[src/rtl/aibnd_avmm2_pkg.sv]
// Shared types and constants for the AVMM channel-2 framing stage.
package aibnd_avmm2_pkg;

    typedef enum logic [1:0] {TIDLE, THDR, TDATA} tx_state_e;
    typedef enum logic       {RIDLE, RDATA}       rx_state_e;

    localparam logic [3:0] AVMM2_HDR_NIB  = 4'hF;
    localparam logic [3:0] AVMM2_IDLE_NIB = 4'h0;

    // Nibble onto the pad pair {idat1, idat0}: lane0 carries b0/b2, lane1 carries b1/b3.
    function automatic logic [3:0] nib_to_pads(input logic [3:0] nib);
        return {nib[3], nib[1], nib[2], nib[0]};
    endfunction

endpackage

[src/rtl/aibnd_avmm2_rxdeser.sv]
// RX side: registers the two lanes, waits for a header, collects DW/2 bit-pairs into a word.
module aibnd_avmm2_rxdeser
    import aibnd_avmm2_pkg::*;
#(
    parameter int unsigned DW = 16
) (
    input  logic          clk,
    input  logic          rst_n,
    input  logic          en_i,
    input  logic          lane0_i,
    input  logic          lane1_i,
    output logic [DW-1:0] rx_data_o,
    output logic          rx_valid_o
);

    localparam int unsigned NPAIR = DW / 2;
    localparam int unsigned PW    = (NPAIR > 1) ? $clog2(NPAIR) : 1;
    localparam logic [PW-1:0] LAST_PAIR = PW'(NPAIR - 1);

    rx_state_e     state_q, state_d;
    logic [PW-1:0] cnt_q, cnt_d;
    logic [1:0]    lanes_q;
    logic [DW-1:0] shift_q, shift_d;
    logic [DW-1:0] data_q, data_d;
    logic          valid_q, valid_d;

    // Lane values inside RDATA are always data; headers only count from RIDLE.
    always_comb begin
        state_d = state_q;
        cnt_d   = cnt_q;
        shift_d = shift_q;
        data_d  = data_q;
        valid_d = 1'b0;
        case (state_q)
            RIDLE: begin
                if (en_i && (lanes_q == 2'b11)) begin
                    state_d = RDATA;
                    cnt_d   = '0;
                end
            end
            RDATA: begin
                shift_d = {lanes_q, shift_q[DW-1:2]};
                if (cnt_q == LAST_PAIR) begin
                    data_d  = shift_d;
                    valid_d = 1'b1;
                    state_d = RIDLE;
                    cnt_d   = '0;
                end else begin
                    cnt_d = cnt_q + PW'(1);
                end
            end
            default: state_d = RIDLE;
        endcase
    end

    always_ff @(posedge clk or negedge rst_n) begin
        if (!rst_n) begin
            state_q <= RIDLE;
            cnt_q   <= '0;
            lanes_q <= 2'b00;
            shift_q <= '0;
            data_q  <= '0;
            valid_q <= 1'b0;
        end else begin
            state_q <= state_d;
            cnt_q   <= cnt_d;
            lanes_q <= {lane1_i, lane0_i};
            shift_q <= shift_d;
            data_q  <= data_d;
            valid_q <= valid_d;
        end
    end

    assign rx_data_o  = data_q;
    assign rx_valid_o = valid_q;

endmodule

[src/rtl/aibnd_avmm2_xfer.sv]
// AVMM channel-2 framing: header + DW/4 DDR nibbles out on two lanes, deserializer in.
module aibnd_avmm2_xfer
    import aibnd_avmm2_pkg::*;
#(
    parameter int unsigned DW = 16
) (
    input  logic          avmm_clk,
    input  logic          avmm_sync_rstb,
    input  logic          avmm2_en,
    input  logic [DW-1:0] tx_data,
    input  logic          tx_valid,
    output logic          tx_ready,
    output logic          tx_busy,
    output logic [1:0]    avmm2_idat0,
    output logic [1:0]    avmm2_idat1,
    input  logic          avmm2_odat0,
    input  logic          avmm2_odat1,
    output logic [DW-1:0] rx_data,
    output logic          rx_valid
);

    localparam int unsigned NNIB = DW / 4;
    localparam int unsigned CW   = (NNIB > 1) ? $clog2(NNIB) : 1;
    localparam logic [CW-1:0] LAST_NIB = CW'(NNIB - 1);

    tx_state_e     state_q, state_d;
    logic [CW-1:0] cnt_q, cnt_d;
    logic [DW-1:0] shift_q, shift_d;
    logic          ready_q, ready_d;
    logic          busy_q, busy_d;
    logic [3:0]    pads_q, pads_d;
    logic          accept;

    assign accept = tx_valid & ready_q;

    // Outputs are computed from the next state so every pad/handshake bit leaves a flop.
    always_comb begin
        state_d = state_q;
        cnt_d   = cnt_q;
        shift_d = shift_q;
        case (state_q)
            TIDLE: begin
                if (accept) begin
                    shift_d = tx_data;
                    state_d = THDR;
                end
            end
            THDR: begin
                state_d = TDATA;
                cnt_d   = '0;
            end
            TDATA: begin
                if (cnt_q == LAST_NIB) begin
                    if (accept) begin
                        shift_d = tx_data;
                        state_d = THDR;
                    end else begin
                        state_d = TIDLE;
                    end
                end else begin
                    cnt_d   = cnt_q + CW'(1);
                    shift_d = shift_q >> 4;
                end
            end
            default: state_d = TIDLE;
        endcase

        ready_d = avmm2_en & ((state_d == TIDLE) | ((state_d == TDATA) & (cnt_d == LAST_NIB)));
        busy_d  = (state_d != TIDLE);
        case (state_d)
            THDR:    pads_d = nib_to_pads(AVMM2_HDR_NIB);
            TDATA:   pads_d = nib_to_pads(shift_d[3:0]);
            default: pads_d = nib_to_pads(AVMM2_IDLE_NIB);
        endcase
    end

    always_ff @(posedge avmm_clk or negedge avmm_sync_rstb) begin
        if (!avmm_sync_rstb) begin
            state_q <= TIDLE;
            cnt_q   <= '0;
            shift_q <= '0;
            ready_q <= 1'b0;
            busy_q  <= 1'b0;
            pads_q  <= 4'b0000;
        end else begin
            state_q <= state_d;
            cnt_q   <= cnt_d;
            shift_q <= shift_d;
            ready_q <= ready_d;
            busy_q  <= busy_d;
            pads_q  <= pads_d;
        end
    end

    assign tx_ready    = ready_q;
    assign tx_busy     = busy_q;
    assign avmm2_idat0 = pads_q[1:0];
    assign avmm2_idat1 = pads_q[3:2];

    aibnd_avmm2_rxdeser #(.DW(DW)) u_rxdeser (
        .clk        (avmm_clk),
        .rst_n      (avmm_sync_rstb),
        .en_i       (avmm2_en),
        .lane0_i    (avmm2_odat0),
        .lane1_i    (avmm2_odat1),
        .rx_data_o  (rx_data),
        .rx_valid_o (rx_valid)
    );

endmodule

[config.mk]
export PLATFORM = sky130hd
export DESIGN_NAME = aibnd_avmm2_xfer
export DESIGN_NICKNAME = d
export VERILOG_FILES = /design/src/rtl/aibnd_avmm2_pkg.sv /design/src/rtl/aibnd_avmm2_rxdeser.sv /design/src/rtl/aibnd_avmm2_xfer.sv
export SDC_FILE = /design/constraint.sdc
export NUM_CORES = 1
export LEC_CHECK = 0
export ABC_AREA = 1
export ABC_CLOCK_PERIOD_IN_PS = 2800
export BUFFER_PORTS_ARGS = -buffer_cell sky130_fd_sc_hd__buf_4
export CAP_MARGIN = 20
export CORE_UTILIZATION = 45
export CTS_BUF_LIST = sky130_fd_sc_hd__clkbuf_2 sky130_fd_sc_hd__clkbuf_4 sky130_fd_sc_hd__clkbuf_8
export DETAILED_ROUTE_END_ITERATION = 7
export PLACE_DENSITY = 0.66
export SLEW_MARGIN = 20
export SYNTH_ARGS = -nofsm -noshare
export SYNTH_HDL_FRONTEND = slang
export SYNTH_SLANG_ARGS = --single-unit
[constraint.sdc]
create_clock -name avmm_clk -period 2.8 [get_ports avmm_clk]
set_clock_uncertainty 0.2 [all_clocks]
set_input_delay 0.14 -clock avmm_clk [delete_from_list [all_inputs] [get_ports avmm_clk]]
set_output_delay 0.14 -clock avmm_clk [all_outputs]
set_load 0.02 [all_outputs]
==> flow_summary.ini <==
[global_routing]
grt_pass1_wl_mm = 9.60
antenna_found_initial = 0
grt_max_degree = 64
grt_usage_pct = 19.9
grt_overflow = 0
grt_pass1_vias = 2224

[logic_synthesis]
synth-adder-area-share_pct = 4.06
ys_seq_elements = 63
ys_seq_area_share_pct = 56.8
synth-compound-area-share_pct = 13.6
syn_area_per_cell_sq_um = 9.15
synth_area_sq_mm = 0.00277
syn_inst = 303
synth_xor_xnor_area_share_pct = 0
synth_top_family_by_area = simple AND/OR/NAND/NOR gates
yosys.area_share.simple_pct = 18.1
synthMuxAreaShare_pct = 0
yosysWarnings = 0
netlist-cell-type-count = 22
syn_nets = 334

[layout]
mostFrequentLayoutCells = 85 x nand2_1, 63 x dfrtp_1, 48 x buf_4, 35 x inv_1, 30 x o21ai_0
final_core_util_pct = 61.1
area_growth_pct = 30.5
final_common_cell = nand2_1
drive_gt1_share_pct = 20.3
fill_cells = 522
regArea_sq_mm = 0.00158
multi_input_area_sq_um = 992
nets = 405
n_antenna_cell = 0

[setup_path]
critical_path.max_fanout = 7
cp_cell_sequence = inv_1 -> ha_1 -> nand2_1 -> o21ai_1 -> a21o_1 -> nand2_1 -> inv_1 -> ha_1 -> nand3_1 -> a21boi_1
cp.arrival_ns = 2.29
cp-end-kind = flop
critPathKind = flop to flop
critPathRequiredTime_ns = 2.84
crit_path_start_kind = flop
r2r-start = state_q[0]$_DFF_PN0_
r2r_cells = 10
r2r_setup_slack_ns = 0.55
cpMaxStageDelayCell = dfrtp_1
r2r-end = tx_ready$_DFF_PN0_
max_stage_delay_ns = 0.40

[power_and_ir_drop]
cellPowerDensity_mw_per_mm2 = 1120
p_leak_nw = 1.83
switching_share_pct = 38.6
pwr-share-seq_pct = 37.9
combinationalPowerShare_pct = 40.3
p_int_mw = 2.48
worst_ir_drop_vdd_uv = 582
clkPwrFrac_pct = 21.7
power_mw = 4.04
power.net_switching_mw = 1.56

[placed_design]
dpl_worst_slack_ns = 0.544
hpwlAfterDp_mm = 3.61
io_buffers = 44
gp_congestion = 0.838

[outcome]
status = completed

[sta]
fin_crit_sh_pct = 80.5
fmax_ghz = 0.444
worst_pin_slew_ns = 0.771
hold_viol_final = 0
rsz0062_at_grt = no
fin_crit_ns = 2.25
finalSetupViolations = 0
fin_ws_ns = 0.547
drv_slew = 0
finalSetupTns_ns = 0
slew_headroom_pct = 48.6

[route]
routedWlPerCell_um = 12.1
vias = 2175
remaining_drc_errors = 0
firstDrtPassIters = 4
drt_wl_total_mm = 5.48
vias_per_cell = 4.79
drtAntennaViolNets = 0
drt_iter0_markers = 61

[clock_network]
clock_latency_ns = 0.34
cts_sinks = 63
cts_buffers = 9
clockBufferDepth = 2
h-tree-depth = 3
clk_pin_slew_ns = 0.06
cts_tree = done
cts-root-buf = clkbuf_8

[min_path]
hold_depth = 4
worstHoldEndpoint = shift_q[9]$_DFFE_PN0N_
hp-start = tx_data[9]
hold_path.class = input pin to flop

[die]
die_h_um = 80.5
num_rows = 28
die_x_um = 80.5
core_area_sq_mm = 0.00592
io_pins = 45
die_area_sq_mm = 0.00648
start_util_pct = 46.9

[run]
drv_cap = 0
## layout make-up
class | instances | share of cell area (%)
Clock buffer | 11 | 4.01
Clock inverter | 5 | 2.25
Inverter | 40 | 4.15
Multi-Input combinational cell | 190 | 27.4
Sequential cell | 63 | 43.6
Tap cell | 75 | 2.59
Timing Repair Buffer | 70 | 16.0
## cell families (layout without fill, tap and decap cells)
logic type,after synthesis,in the layout
and+or+nand+nor,119,119
buffers and inverters,50,126
AOI/OAI and AO/OA,62,62
DFF,63,63
adders and majority gates,9,9
## state kept, by name, summed over array words and instances (netlist names), 2 cells and up
| register | flops |
|---|---|
| cnt_q | 2 |
| pads_q | 4 |
| shift_q | 16 |
| state_q | 2 |
| u_rxdeser.cnt_q | 3 |
| u_rxdeser.lanes_q | 2 |
| u_rxdeser.rx_data_o | 16 |
| u_rxdeser.shift_q | 14 |
## routing by layer
| metal | share of wire, % | up-vias | track usage, % |
|---|---|---|---|
| met5 | 0 | - | 0 |
| met3 | 4.7 | 8 | 7.61 |
| met1 | 45 | 1011 | 23.1 |
| met4 | 1.0 | 0 | 6.07 |
| met2 | 49 | 45 | 33.9 |
| li1 | - | 1111 | - |
## cells in the mapped netlist, drive strengths merged
library cell / count / area [sq um]
ha: 9 / 113
dfrtp: 63 / 1580
a21boi: 1 / 7.51
o211ai: 16 / 120
nand3: 19 / 95.1
inv: 40 / 150
a21oi: 6 / 37.5
a21o: 1 / 7.51
nand2: 89 / 344
o21ai: 37 / 196
buf: 4 / 32.5
nor2: 3 / 13.8
or2: 8 / 50.1
o31ai: 1 / 7.51
clkbuf: 6 / 22.5
## how the worst max path moves through the flow
stage / start / endpoint / slack [ns] / depth (start not counted)
6_report: state_q[0]$_DFF_PN0_ / tx_ready$_DFF_PN0_ / 0.55 / 10
5_1_grt: state_q[0]$_DFF_PN0_ / tx_ready$_DFF_PN0_ / 0.34 / 10
4_1_cts: state_q[0]$_DFF_PN0_ / tx_ready$_DFF_PN0_ / 0.53 / 10
3_5_place_dp: state_q[0]$_DFF_PN0_ / tx_ready$_DFF_PN0_ / 0.54 / 10
3_3_place_gp: state_q[0]$_DFF_PN0_ / tx_ready$_DFF_PN0_ / 0.72 / 10
2_1_floorplan: state_q[0]$_DFF_PN0_ / pads_q[1]$_DFF_PN0_ / 0.72 / 11
## power groups by stage
| stage | combinational [mW] | clock [mW] | sequential [mW] |
|---|---|---|---|
| floorplan | 1.01 | 0 | 1.65 |
| global placement | 1.59 | 0 | 1.54 |
| detailed placement | 1.61 | 0 | 1.55 |
| CTS | 1.65 | 0.904 | 1.53 |
| global route | 1.88 | 0.942 | 1.58 |
| finish | 1.63 | 0.878 | 1.53 |
## through the flow
step	instances	area [sq um]	hold WS [ns]
4_1_cts	454	3620	0.0174
3_3_place_gp	416	3170	0.0508
6_report	454	3620	0.0276
5_1_grt	454	3620	0.0492
3_5_place_dp	416	3170	0.0506
2_1_floorplan	303	2770	-0.356
## worst max-delay path: cells and delay by family (launching register included)
kind,cells,cell delay [ns]
adder cells (fa/ha/maj),2,0.54
AO/OA/AOI/OAI,3,0.44
flip-flops,1,0.40
AND/OR/NAND/NOR,3,0.38
buffers and inverters,2,0.20
## timing repair
action | in CTS | in global routing
resized for setup | 0 | 0
buffers inserted | 0 | 0
hold buffers | 22 | 0
hold endpoints to repair | 84 | 0
Power figures use the tool's default switching activity.
